--- src/rtl/exec_csr_unit_pkg.sv ---
// Shared constants for the execute datapath and machine-mode CSR file.
// The optional 64-bit cycle counter is enabled with CSR_COUNTERS_EN.
package exec_csr_unit_pkg;

    localparam int unsigned XLEN   = 32;
    localparam int unsigned CSR_AW = 12;

    // ALU operation encoding
    localparam logic [3:0] ALU_AND  = 4'd0;
    localparam logic [3:0] ALU_OR   = 4'd1;
    localparam logic [3:0] ALU_ADD  = 4'd2;
    localparam logic [3:0] ALU_XOR  = 4'd3;
    localparam logic [3:0] ALU_SLL  = 4'd4;
    localparam logic [3:0] ALU_SRL  = 4'd5;
    localparam logic [3:0] ALU_SUB  = 4'd6;
    localparam logic [3:0] ALU_SRA  = 4'd7;
    localparam logic [3:0] ALU_SLT  = 4'd8;
    localparam logic [3:0] ALU_SLTU = 4'd9;
    localparam logic [3:0] ALU_BEQ  = 4'd10;
    localparam logic [3:0] ALU_BNE  = 4'd11;
    localparam logic [3:0] ALU_BLT  = 4'd12;
    localparam logic [3:0] ALU_BGE  = 4'd13;
    localparam logic [3:0] ALU_BLTU = 4'd14;
    localparam logic [3:0] ALU_BGEU = 4'd15;

    // Instruction class from the control unit
    localparam logic [1:0] ALUOP_ADD    = 2'b00;
    localparam logic [1:0] ALUOP_BRANCH = 2'b01;
    localparam logic [1:0] ALUOP_ARITH  = 2'b10;
    localparam logic [1:0] ALUOP_OTHER  = 2'b11;

    localparam logic [CSR_AW-1:0] CSR_MSTATUS   = 12'h300;
    localparam logic [CSR_AW-1:0] CSR_MISA      = 12'h301;
    localparam logic [CSR_AW-1:0] CSR_MIE       = 12'h304;
    localparam logic [CSR_AW-1:0] CSR_MTVEC     = 12'h305;
    localparam logic [CSR_AW-1:0] CSR_MSCRATCH  = 12'h340;
    localparam logic [CSR_AW-1:0] CSR_MEPC      = 12'h341;
    localparam logic [CSR_AW-1:0] CSR_MCAUSE    = 12'h342;
    localparam logic [CSR_AW-1:0] CSR_MTVAL     = 12'h343;
    localparam logic [CSR_AW-1:0] CSR_MIP       = 12'h344;
    localparam logic [CSR_AW-1:0] CSR_MVENDORID = 12'hF11;
    localparam logic [CSR_AW-1:0] CSR_MARCHID   = 12'hF12;
    localparam logic [CSR_AW-1:0] CSR_MIMPID    = 12'hF13;
    localparam logic [CSR_AW-1:0] CSR_MHARTID   = 12'hF14;
    localparam logic [CSR_AW-1:0] CSR_MCYCLE    = 12'hB00;
    localparam logic [CSR_AW-1:0] CSR_MCYCLEH   = 12'hB80;
    localparam logic [CSR_AW-1:0] CSR_CYCLE     = 12'hC00;
    localparam logic [CSR_AW-1:0] CSR_CYCLEH    = 12'hC80;

    localparam int unsigned MIP_MSIP    = 3;
    localparam int unsigned MIP_MTIP    = 7;
    localparam int unsigned MIP_MEIP    = 11;
    localparam int unsigned MIP_FAST_LO = 16;

    localparam int unsigned MSTATUS_MIE  = 3;
    localparam int unsigned MSTATUS_MPIE = 7;

    // Later assignments win: fast 31..16 beat external, then software, then timer
    function automatic logic [4:0] irq_code(input logic [XLEN-1:0] active);
        logic [4:0] code;
        code = 5'(MIP_MTIP);
        if (active[MIP_MTIP]) code = 5'(MIP_MTIP);
        if (active[MIP_MSIP]) code = 5'(MIP_MSIP);
        if (active[MIP_MEIP]) code = 5'(MIP_MEIP);
        for (int i = MIP_FAST_LO; i < XLEN; i++) begin
            if (active[i]) code = 5'(i);
        end
        return code;
    endfunction

endpackage

--- src/rtl/exec_csr_unit_if.sv ---
// CSR access bus between the core control unit and the CSR file.
interface exec_csr_unit_if;
    logic        csr_write_enable;
    logic [11:0] csr_address;
    logic [4:0]  csr_immediate;
    logic [31:0] csr_data_in;
    logic [31:0] csr_data_out;

    modport master (
        output csr_write_enable, csr_address, csr_immediate, csr_data_in,
        input  csr_data_out
    );

    modport slave (
        input  csr_write_enable, csr_address, csr_immediate, csr_data_in,
        output csr_data_out
    );
endinterface

--- src/rtl/exec_csr_regfile.sv ---
// Machine-mode CSR storage, Zicsr read/modify/write and interrupt entry.
// Optional mcycle/cycle counter under CSR_COUNTERS_EN.
module exec_csr_regfile
    import exec_csr_unit_pkg::*;
#(
    parameter logic [31:0] MHARTID  = 32'h0,
    parameter logic [31:0] MISA_VAL = 32'h40000100
) (
    input  logic                 clk,
    input  logic                 reset,
    input  logic [2:0]           func3,
    exec_csr_unit_if.slave       csr,
    input  logic                 irq_external,
    input  logic                 irq_timer,
    input  logic                 irq_software,
    input  logic [15:0]          irq_fast,
    input  logic [XLEN-1:0]      pc_value,
    output logic                 interrupt_taken,
    output logic [XLEN-1:0]      mtvec_out
);

    logic            mstatus_mie;
    logic            mstatus_mpie;
    logic [XLEN-1:0] mie_r;
    logic [XLEN-1:0] mtvec_r;
    logic [XLEN-1:0] mscratch_r;
    logic [XLEN-1:0] mepc_r;
    logic [XLEN-1:0] mcause_r;
    logic [XLEN-1:0] mtval_r;
`ifdef CSR_COUNTERS_EN
    logic [63:0]     mcycle_r;
`endif

    logic [XLEN-1:0] mip;
    logic [XLEN-1:0] rdata;
    logic [XLEN-1:0] src;
    logic [XLEN-1:0] wdata;
    logic            do_write;
    logic            pending;
    logic            take_irq;

    assign mip = {irq_fast, 4'b0, irq_external, 3'b0, irq_timer, 3'b0, irq_software, 3'b0};

    // Read mux; during a write cycle this still shows the pre-write value
    always_comb begin
        rdata = '0;
        case (csr.csr_address)
            CSR_MSTATUS:  rdata = {24'b0, mstatus_mpie, 3'b0, mstatus_mie, 3'b0};
            CSR_MISA:     rdata = MISA_VAL;
            CSR_MIE:      rdata = mie_r;
            CSR_MTVEC:    rdata = mtvec_r;
            CSR_MSCRATCH: rdata = mscratch_r;
            CSR_MEPC:     rdata = mepc_r;
            CSR_MCAUSE:   rdata = mcause_r;
            CSR_MTVAL:    rdata = mtval_r;
            CSR_MIP:      rdata = mip;
            CSR_MHARTID:  rdata = MHARTID;
`ifdef CSR_COUNTERS_EN
            CSR_MCYCLE, CSR_CYCLE:   rdata = mcycle_r[31:0];
            CSR_MCYCLEH, CSR_CYCLEH: rdata = mcycle_r[63:32];
`endif
            default:      rdata = '0;
        endcase
    end

    assign csr.csr_data_out = rdata;

    assign src = func3[2] ? XLEN'(csr.csr_immediate) : csr.csr_data_in;

    always_comb begin
        wdata = rdata;
        case (func3[1:0])
            2'b01:   wdata = src;
            2'b10:   wdata = rdata | src;
            2'b11:   wdata = rdata & ~src;
            default: wdata = rdata;
        endcase
    end

    assign do_write = csr.csr_write_enable && (func3[1:0] != 2'b00);
    assign pending  = mstatus_mie && |(mie_r & mip);
    assign take_irq = pending && !csr.csr_write_enable;

    always_ff @(posedge clk) begin
        if (reset) begin
            mstatus_mie     <= 1'b0;
            mstatus_mpie    <= 1'b0;
            mie_r           <= '0;
            mtvec_r         <= '0;
            mscratch_r      <= '0;
            mepc_r          <= '0;
            mcause_r        <= '0;
            mtval_r         <= '0;
            interrupt_taken <= 1'b0;
        end else begin
            interrupt_taken <= 1'b0;
            if (do_write) begin
                case (csr.csr_address)
                    CSR_MSTATUS: begin
                        mstatus_mie  <= wdata[MSTATUS_MIE];
                        mstatus_mpie <= wdata[MSTATUS_MPIE];
                    end
                    CSR_MIE:      mie_r      <= wdata;
                    CSR_MTVEC:    mtvec_r    <= wdata;
                    CSR_MSCRATCH: mscratch_r <= wdata;
                    CSR_MEPC:     mepc_r     <= {wdata[31:2], 2'b00};
                    CSR_MCAUSE:   mcause_r   <= wdata;
                    CSR_MTVAL:    mtval_r    <= wdata;
                    default: ;
                endcase
            end else if (take_irq) begin
                mepc_r          <= {pc_value[31:2], 2'b00};
                mcause_r        <= {1'b1, 26'b0, irq_code(mie_r & mip)};
                mstatus_mpie    <= mstatus_mie;
                mstatus_mie     <= 1'b0;
                interrupt_taken <= 1'b1;
            end
        end
    end

`ifdef CSR_COUNTERS_EN
    // Free-running cycle count; an explicit write replaces that cycle's increment
    always_ff @(posedge clk) begin
        if (reset) begin
            mcycle_r <= '0;
        end else if (do_write && csr.csr_address == CSR_MCYCLE) begin
            mcycle_r <= {mcycle_r[63:32], wdata};
        end else if (do_write && csr.csr_address == CSR_MCYCLEH) begin
            mcycle_r <= {wdata, mcycle_r[31:0]};
        end else begin
            mcycle_r <= mcycle_r + 64'd1;
        end
    end
`endif

    assign mtvec_out = mtvec_r;

endmodule

--- src/rtl/exec_csr_unit.sv ---
// Execute datapath (ALU-control decoder + 32-bit ALU) and machine-mode CSR file.
// Define CSR_COUNTERS_EN to add the 64-bit mcycle/cycle counter.
module exec_csr_unit
    import exec_csr_unit_pkg::*;
#(
    parameter logic [31:0] MHARTID  = 32'h0,
    parameter logic [31:0] MISA_VAL = 32'h40000100
) (
    input  logic            clk,
    input  logic            reset,
    input  logic            is_immediate,
    input  logic [1:0]      aluop_in,
    input  logic [6:0]      func7,
    input  logic [2:0]      func3,
    input  logic            op_override_en,
    input  logic [3:0]      op_override,
    output logic [3:0]      aluop_out,
    input  logic [XLEN-1:0] alu_in_x,
    input  logic [XLEN-1:0] alu_in_y,
    output logic [XLEN-1:0] alu_out,
    output logic            zero,
    exec_csr_unit_if.slave  csr,
    input  logic            irq_external,
    input  logic            irq_timer,
    input  logic            irq_software,
    input  logic [15:0]     irq_fast,
    input  logic [XLEN-1:0] pc_value,
    output logic            interrupt_taken,
    output logic [XLEN-1:0] mtvec_out
);

    logic [3:0] dec_op;
    logic [3:0] op;
    logic [4:0] shamt;
    logic       unused_func7;

    assign unused_func7 = ^{func7[6], func7[4:0]};

    // ALU-control decoder
    always_comb begin
        dec_op = ALU_ADD;
        case (aluop_in)
            ALUOP_BRANCH: begin
                case (func3)
                    3'b000:  dec_op = ALU_BEQ;
                    3'b001:  dec_op = ALU_BNE;
                    3'b100:  dec_op = ALU_BLT;
                    3'b101:  dec_op = ALU_BGE;
                    3'b110:  dec_op = ALU_BLTU;
                    3'b111:  dec_op = ALU_BGEU;
                    default: dec_op = ALU_ADD;
                endcase
            end
            ALUOP_ARITH: begin
                case (func3)
                    3'b000:  dec_op = (func7[5] && !is_immediate) ? ALU_SUB : ALU_ADD;
                    3'b001:  dec_op = ALU_SLL;
                    3'b010:  dec_op = ALU_SLT;
                    3'b011:  dec_op = ALU_SLTU;
                    3'b100:  dec_op = ALU_XOR;
                    3'b101:  dec_op = func7[5] ? ALU_SRA : ALU_SRL;
                    3'b110:  dec_op = ALU_OR;
                    default: dec_op = ALU_AND;
                endcase
            end
            default: dec_op = ALU_ADD;
        endcase
    end

    assign aluop_out = dec_op;
    assign op        = op_override_en ? op_override : dec_op;
    assign shamt     = alu_in_y[4:0];

    // Branch ops return 0 when taken so that zero doubles as the taken flag
    always_comb begin
        alu_out = '0;
        case (op)
            ALU_AND:  alu_out = alu_in_x & alu_in_y;
            ALU_OR:   alu_out = alu_in_x | alu_in_y;
            ALU_ADD:  alu_out = alu_in_x + alu_in_y;
            ALU_XOR:  alu_out = alu_in_x ^ alu_in_y;
            ALU_SLL:  alu_out = alu_in_x << shamt;
            ALU_SRL:  alu_out = alu_in_x >> shamt;
            ALU_SUB:  alu_out = alu_in_x - alu_in_y;
            ALU_SRA:  alu_out = XLEN'($signed(alu_in_x) >>> shamt);
            ALU_SLT:  alu_out = XLEN'($signed(alu_in_x) < $signed(alu_in_y));
            ALU_SLTU: alu_out = XLEN'(alu_in_x < alu_in_y);
            ALU_BEQ:  alu_out = XLEN'(!(alu_in_x == alu_in_y));
            ALU_BNE:  alu_out = XLEN'(!(alu_in_x != alu_in_y));
            ALU_BLT:  alu_out = XLEN'(!($signed(alu_in_x) < $signed(alu_in_y)));
            ALU_BGE:  alu_out = XLEN'(!($signed(alu_in_x) >= $signed(alu_in_y)));
            ALU_BLTU: alu_out = XLEN'(!(alu_in_x < alu_in_y));
            default:  alu_out = XLEN'(!(alu_in_x >= alu_in_y));
        endcase
    end

    assign zero = (alu_out == '0);

    exec_csr_regfile #(
        .MHARTID  (MHARTID),
        .MISA_VAL (MISA_VAL)
    ) u_regfile (
        .clk             (clk),
        .reset           (reset),
        .func3           (func3),
        .csr             (csr),
        .irq_external    (irq_external),
        .irq_timer       (irq_timer),
        .irq_software    (irq_software),
        .irq_fast        (irq_fast),
        .pc_value        (pc_value),
        .interrupt_taken (interrupt_taken),
        .mtvec_out       (mtvec_out)
    );

endmodule

--- src/flat_wrapper.sv ---
// flat-port wrapper written by rule: the top's interface ports become plain ports
module exec_csr_unit_flat import exec_csr_unit_pkg::*;
#(
    parameter logic [31:0] MHARTID  = 32'h0,
    parameter logic [31:0] MISA_VAL = 32'h40000100
)
  (clk, reset, is_immediate, aluop_in, func7, func3, op_override_en, op_override, aluop_out, alu_in_x, alu_in_y, alu_out, zero, irq_external, irq_timer, irq_software, irq_fast, pc_value, interrupt_taken, mtvec_out, csr_csr_write_enable, csr_csr_address, csr_csr_immediate, csr_csr_data_in, csr_csr_data_out);
  exec_csr_unit_if csr_i ();
  input  logic clk;
  input  logic reset;
  input  logic is_immediate;
  input  logic [1:0] aluop_in;
  input  logic [6:0] func7;
  input  logic [2:0] func3;
  input  logic op_override_en;
  input  logic [3:0] op_override;
  output logic [3:0] aluop_out;
  input  logic [XLEN-1:0] alu_in_x;
  input  logic [XLEN-1:0] alu_in_y;
  output logic [XLEN-1:0] alu_out;
  output logic zero;
  input  logic irq_external;
  input  logic irq_timer;
  input  logic irq_software;
  input  logic [15:0] irq_fast;
  input  logic [XLEN-1:0] pc_value;
  output logic interrupt_taken;
  output logic [XLEN-1:0] mtvec_out;
  input wire logic [$bits(csr_i.csr_write_enable)-1:0] csr_csr_write_enable;
  input wire logic [$bits(csr_i.csr_address)-1:0] csr_csr_address;
  input wire logic [$bits(csr_i.csr_immediate)-1:0] csr_csr_immediate;
  input wire logic [$bits(csr_i.csr_data_in)-1:0] csr_csr_data_in;
  output wire logic [$bits(csr_i.csr_data_out)-1:0] csr_csr_data_out;
  assign csr_i.csr_write_enable = csr_csr_write_enable;
  assign csr_i.csr_address = csr_csr_address;
  assign csr_i.csr_immediate = csr_csr_immediate;
  assign csr_i.csr_data_in = csr_csr_data_in;
  assign csr_csr_data_out = csr_i.csr_data_out;
  exec_csr_unit #(.MHARTID(MHARTID), .MISA_VAL(MISA_VAL)) u_core (.clk(clk), .reset(reset), .is_immediate(is_immediate), .aluop_in(aluop_in), .func7(func7), .func3(func3), .op_override_en(op_override_en), .op_override(op_override), .aluop_out(aluop_out), .alu_in_x(alu_in_x), .alu_in_y(alu_in_y), .alu_out(alu_out), .zero(zero), .csr(csr_i), .irq_external(irq_external), .irq_timer(irq_timer), .irq_software(irq_software), .irq_fast(irq_fast), .pc_value(pc_value), .interrupt_taken(interrupt_taken), .mtvec_out(mtvec_out));
endmodule
--- config.mk ---
export PLATFORM = sky130hd
export DESIGN_NAME = exec_csr_unit_flat
export DESIGN_NICKNAME = d
export VERILOG_FILES = /design/src/rtl/exec_csr_unit_pkg.sv /design/src/rtl/exec_csr_unit_if.sv /design/src/rtl/exec_csr_regfile.sv /design/src/rtl/exec_csr_unit.sv /design/src/flat_wrapper.sv
export SDC_FILE = /design/constraint.sdc
export NUM_CORES = 1
export LEC_CHECK = 0
export CAP_MARGIN = 20
export CORE_ASPECT_RATIO = 0.9
export CORE_MARGIN = 3
export CORE_UTILIZATION = 30
export CTS_BUF_LIST = sky130_fd_sc_hd__clkbuf_4
export DETAILED_ROUTE_END_ITERATION = 6
export GPL_TIMING_DRIVEN = 0
export HOLD_SLACK_MARGIN = 0.1
export MAX_ROUTING_LAYER = met4
export PLACE_DENSITY = 0.55
export RECOVER_POWER = 50
export SLEW_MARGIN = 20
export SYNTH_ARGS = -nofsm -noshare
export SYNTH_HDL_FRONTEND = slang
export SYNTH_HIERARCHICAL = 1
export SYNTH_SLANG_ARGS = --single-unit
--- constraint.sdc ---
create_clock -name clk -period 11.15 [get_ports clk]
set_input_delay 2.23 -clock clk [delete_from_list [all_inputs] [get_ports clk]]
set_output_delay 2.23 -clock clk [all_outputs]
set_load 0.02 [all_outputs]
## Yosys cells after proc, flatten, opt, wreduce, memory -nomap -nowiden

Cells that the tools add are included.

| storage, ports and cells | value |
|---|---|
| register bits after elaboration | 195 |
| bits of input ports | 185 |
| output and inout port bits | 102 |
| word-level logic and storage cells | 132 |

| cells by class | value |
|---|---|
| $add $sub $neg | 2 |
| magnitude comparators | 4 |
| equality and inequality tests | 40 |
| shift operators | 3 |
| mux-type cells | 41 |
| bitwise operators | 7 |
| reductions and logical operators | 26 |

Operators by type and width:

| cell | number |
|---|---|
| 32-bit one-hot mux with 15 select lines | 1 |
| 32-bit one-hot mux with 9 select lines | 1 |
| 32-bit 2-to-1 mux | 7 |
| 12-bit by 10-bit == test with 1-bit output (second input constant) | 9 |
| 32-bit AND | 3 |
| 32-bit one-hot mux with 3 select lines | 1 |
| 5-bit 2-to-1 mux | 17 |
| 32-bit >= comparator | 2 |
| 32-bit < comparator | 2 |
| 32-bit OR | 2 |
| 32-bit adder | 1 |
| 32-bit == test | 1 |
| 32-bit zero test | 1 |
| 32-bit inequality test | 1 |
| 32-bit inverter | 1 |
| 32-bit OR reduction | 1 |
| 32-bit by 5-bit << shifter with 32-bit output | 1 |
| 32-bit by 5-bit >> shifter with 32-bit output | 1 |
| 32-bit by 5-bit >>> shifter with 32-bit output | 1 |
| 32-bit subtractor | 1 |
| 32-bit XOR | 1 |
| 4-bit == test (second input constant) | 7 |
| 4-bit one-hot mux with 7 select lines | 1 |
| 4-bit one-hot mux with 6 select lines | 1 |
| other kinds (21) | 58 |

## Longest topological paths before layout

| logic depth | value |
|---|---|
| word-level depth | 21 |
| depth in mapped cells | 19 |
| gate-level depth less buffers | 15 |

## Hierarchy

The synthesis kept the hierarchy.

By module, submodules not included:

| module | instances | cells each | area each (sq um) | seq. area each (sq um) |
|---|---|---|---|---|
| exec_csr_unit | 1 | 1582 | 11068.1 | 0.0 |
| exec_csr_regfile | 1 | 1364 | 10810.4 | 3863.7 |

## Worst setup path before layout

OpenSTA, ideal clock, no wires.

| timing | value |
|---|---|
| kind | input -> output |
| start | input alu_in_y[3] |
| end | output zero |
| data arrival time | 7.218 ns |
| required time | 8.920 ns |
| setup slack | 1.702 ns |
| stages | 19 |
| buffers on the path | 6 |
| cells stage by stage | buf_2 -> buf_2 -> inv_2 -> buf_1 -> buf_1 -> clkbuf_1 -> ha_1 -> buf_2 -> and3_1 -> a221oi_2 -> o31a_1 -> o21bai_1 -> nand2_1 -> o211ai_1 -> a221o_1 -> a2111o_1 -> or4b_1 -> or4_1 -> nor2_1 |

| between the ends | value |
|---|---|
| elaborated cells on any way between the ends | 22 |
| classes of those cells | 2 x add/sub; 4 x order compare; 2 x eq/ne; 3 x shift; 1 x mux; 3 x bitwise; 7 x reduce/logical |

RTL lines:

| element | RTL line | source |
|---|---|---|
| start, declared | flat_wrapper.sv:19 | `input logic [XLEN-1:0] alu_in_y;` |
| 32-bit subtractor (tied with other cells) | exec_csr_unit.sv:84 | `ALU_SUB: alu_out = alu_in_x - alu_in_y;` |
| 32-bit one-hot mux with 15 select lines (*) | exec_csr_unit.sv:77 | `case (op)` |
| named net alu_out[20] | flat_wrapper.sv:20 | `output logic [XLEN-1:0] alu_out;` |
| 32-bit zero test (*) | exec_csr_unit.sv:97 | `assign zero = (alu_out == '0);` |
| end, declared | flat_wrapper.sv:21 | `output logic zero;` |

Mark *: on every way through the listed nets, which the timed path passes. The rest lies on a longest branch.

## Final worst setup path

| timing | value |
|---|---|
| start | input alu_in_y[1] |
| end | output zero |

| between the ends | value |
|---|---|
| word-level cells in the longest chain between the ends | 4 |
| elaborated cells on any way between the ends | 22 |
| classes of those cells | 2 x add/sub; 4 x order compare; 2 x eq/ne; 3 x shift; 1 x mux; 3 x bitwise; 7 x reduce/logical |

Ends and longest elaborated chain:

| element | RTL line | source |
|---|---|---|
| 32-bit >= comparator (tied with other cells) | exec_csr_unit.sv:93 | `default: alu_out = XLEN'(!(alu_in_x >= alu_in_y));` |
| 1-bit zero test (tied with other cells) | exec_csr_unit.sv:93 |  |
| 32-bit one-hot mux with 15 select lines (*) | exec_csr_unit.sv:77 |  |
| 32-bit zero test (*) | exec_csr_unit.sv:97 |  |

Mark *: on every way between the ends. The rest lies on a longest branch, timed or not.

==> impl_metrics.tcl <==
set metrics [dict create \
    syn_nets 3236 \
    cts_buffers 17 \
    busiest_layer "met2" \
    syn_inst 2946 \
    syn-cell-area_um2 21900 \
    most-common-layout-cells "nand2_1, nor2_1, clkdlybuf4s50_1" \
    gr-usage-met2_pct 50.8 \
    layout.cells.non_filler 4212 \
    fmax_ghz 0.0898 \
    nets 3527 \
    grt_max_degree 29 \
    yosys.area_share.xor_xnor_pct 1.48 \
    ys_types 109 \
    dp_hpwl_mm 114 \
    clk-insertion-delay-late_ps 690 \
    intPower_uw 1220 \
    synth_edf_count 0 \
    p_seq_share_pct 30.8 \
    fin_skew_ps 58.7 \
    synthArstFlopShare_pct 0 \
    grt_pass1_vias 25600 \
    numClockSinks 193 \
    critPathRequiredTime_ps 8920 \
    fp.dieH_um 262 \
    comb_power_share_pct 49.0 \
    die_area_um2 76200 \
    cp-start-kind "input port" \
    drc 0 \
    grt_pass1_wl_mm 197 \
    rsz0062_at_grt "false" \
    period_share_pct 99.9 \
    vias 28000 \
    tightestPinTransition_ps 1730 \
    p_clk_share_pct 20.2 \
    fp-row-count 93 \
    design.portCount 287 \
    synthSimpleGateAreaFrac_pct 21.1 \
    final_common_cell "nand2_1" \
    synth_top_family_by_area "compound AO/OA/AOI/OAI gates" \
    tritoncts "built" \
    core_um2 71900 \
    wire_per_inst_um 33.7 \
    fin_area_um2 26200 \
    violations "capacitance limit, slew limit" \
    cts_root_buf "clkbuf_4" \
    cp_max_fo 21 \
    area_delta_synth_final_pct 19.7 \
    drive_gt1_share_pct 8.43 \
    routabilityCongestion 1.09 \
    total_power_uw 2240 \
    path_clk_slew_ps 170 \
    muxShareOfSynthArea_pct 11.1 \
    synthFlopType "dfxtp_1" \
    p_leak_uw 0.00949 \
    slew_viol_final 18 \
    critical_path_arrival_ps 8910 \
    dp_cells 4173 \
    first_pass_iters 6 \
    post_cts_buffers 0 \
    cap_violations 2 \
    fillers 7816 \
    vdd_drop_max_mv 0.0640 \
    final_util_pct 36.4 \
    synth-seq-area-share_pct 17.7 \
    worstHoldPathType "reg2reg" \
    p_sw_uw 1020 \
    syn_avg_cell_area_um2 7.43 \
    power_density_nw_per_um2 85.5 \
    cts_max_level 4 \
    port_buffers 274 \
    synth_compound_area_share_pct 35.4 \
    grt_overflow 0 \
    relSlewSlack_pct -16.3 \
    vias_per_cell 6.64 \
    wirelength_mm 142 \
    report.final.setup_viol 0 \
    initial_core_util_pct 30.4 \
    ys_seq_elements 193 \
    yosys_warnings 6 \
    end_kind "primary output" \
    hold_viol 0 \
    drt_iter0_drc 4905 \
    placed_cell_area_um2 25900 \
    grtUsageTotal_pct 36.5 \
    antenna_found_initial 13 \
    min_period_ps 11140 \
    swShare_pct 45.7 \
    synthAdderAreaFrac_pct 6.07 \
    ant_nets 0 \
    critPathKind "in2out" \
    status "complete, but fails checks" \
    grtUsageMet3_pct 10.3 \
    hold_slack_ps 465 \
    grt_use_met1_pct 49.5 \
    die_w_um 291 \
    clock_tree.buffer_depth 2 \
]
final timing paths:
path / startpoint / end / slack [ps] / depth (start not counted)
hold / removal: u_core/u_regfile/mcause_r[9] / u_core/u_regfile/mcause_r[9] / 460 / 2
setup reg to reg: u_core/u_regfile/mie_r[22] / u_core/u_regfile/mcause_r[19] / 7370 / 7
setup / recovery: alu_in_y[1] / zero / 10 / 18
hold reg to reg: u_core/u_regfile/mcause_r[9] / u_core/u_regfile/mcause_r[9] / 460 / 2
what timing repair did:
action,4_1_cts,5_1_grt
cloned,0,0
pin swaps,0,0
gates resized for setup,12,10
endpoints found under the setup margin,12,1
hold buffers,0,0
kinds of logic (layout without fill, tap and decap cells):
family / count (synthesis) / after routing
flops: 193 / 193
fa+ha+maj: 105 / 105
simple gates: 975 / 975
mux: 175 / 175
xor+xnor: 37 / 37
other cells: 0 / 12
compound gates: 1083 / 1083
buf+inv: 378 / 682
power groups by stage:
| stage | clock network [uW] | logic (uW) | registers, uW |
|---|---|---|---|
| after floorplan | 0 | 569 | 705 |
| after global placement | 0 | 1050 | 705 |
| after detailed placement | 0 | 1040 | 705 |
| after CTS | 454 | 1040 | 691 |
| after global routing | 479 | 1120 | 691 |
| final | 452 | 1100 | 691 |
sequential cells by signal (all words and copies together), names as in the netlist:
signal	flops
u_core/u_regfile/mcause_r	32
u_core/u_regfile/mie_r	32
u_core/u_regfile/mscratch_r	32
u_core/u_regfile/mtval_r	32
u_core/u_regfile/mtvec_out	32
u_core/u_regfile/mepc_r	30
u_core/u_regfile/interrupt_taken	1
u_core/u_regfile/mstatus_mie	1
u_core/u_regfile/mstatus_mpie	1
worst max-delay path, stage by stage:
cell and delay [ps]:
clkdlybuf4s50_1 620, buf_2 330, inv_2 320, buf_2 450, buf_4 450, ha_1 370
nor2_1 210, o311ai_2 180, a2111oi_4 530, nor2_1 170, o2bb2ai_1 160, o22ai_1 420
nand4b_1 360, nor4_1 450, nand4_1 280, or4_1 610, nor2_1 130, clkdlybuf4s50_1 610
metal layers:
layer / wire length, um / vias up
met5: 0 / -
met4: 6360 / 0
met3: 19200 / 316
met2: 57400 / 2186
met1: 59000 / 13700
li1: - / 11700
through the flow:
stage	setup TNS, ps	setup WS, ps
final	0	14.1
after global routing	0	21.0
after CTS	0	17.7
after detailed placement	-5040	-1370
after global placement	-11960	-2130
after floorplan	0	1700
final cells by class:
cell class / instances / area [um^2] / area share (%)
repair buffers: 277 / 2770 / 10.6
diodes: 12 / 30.0 / 0.115
multi-input cells: 2375 / 16400 / 62.8
clock inverters: 15 / 203 / 0.774
flip-flops and latches: 193 / 3860 / 14.8
well taps: 950 / 1190 / 4.54
plain buffers: 249 / 1080 / 4.11
inverters: 124 / 474 / 1.81
clock buffers: 17 / 128 / 0.487
synthesized netlist by cell type (41+ instances only):
cell,count,area (um^2)
a211oi_1,73,548
o22ai_1,63,394
clkbuf_1,152,571
ha_1,103,1290
nand3_1,70,350
a21oi_1,196,981
mux4_2,51,1150
mux2i_1,90,901
nor2b_1,50,313
a22o_1,41,359
inv_1,118,443
a22oi_1,84,631
dfxtp_1,193,3860
buf_2,64,320
nor3_1,53,265
nand2_1,321,1200
o21ai_0,164,821
nor2_1,295,1110
Power figures use the tool's default switching activity.
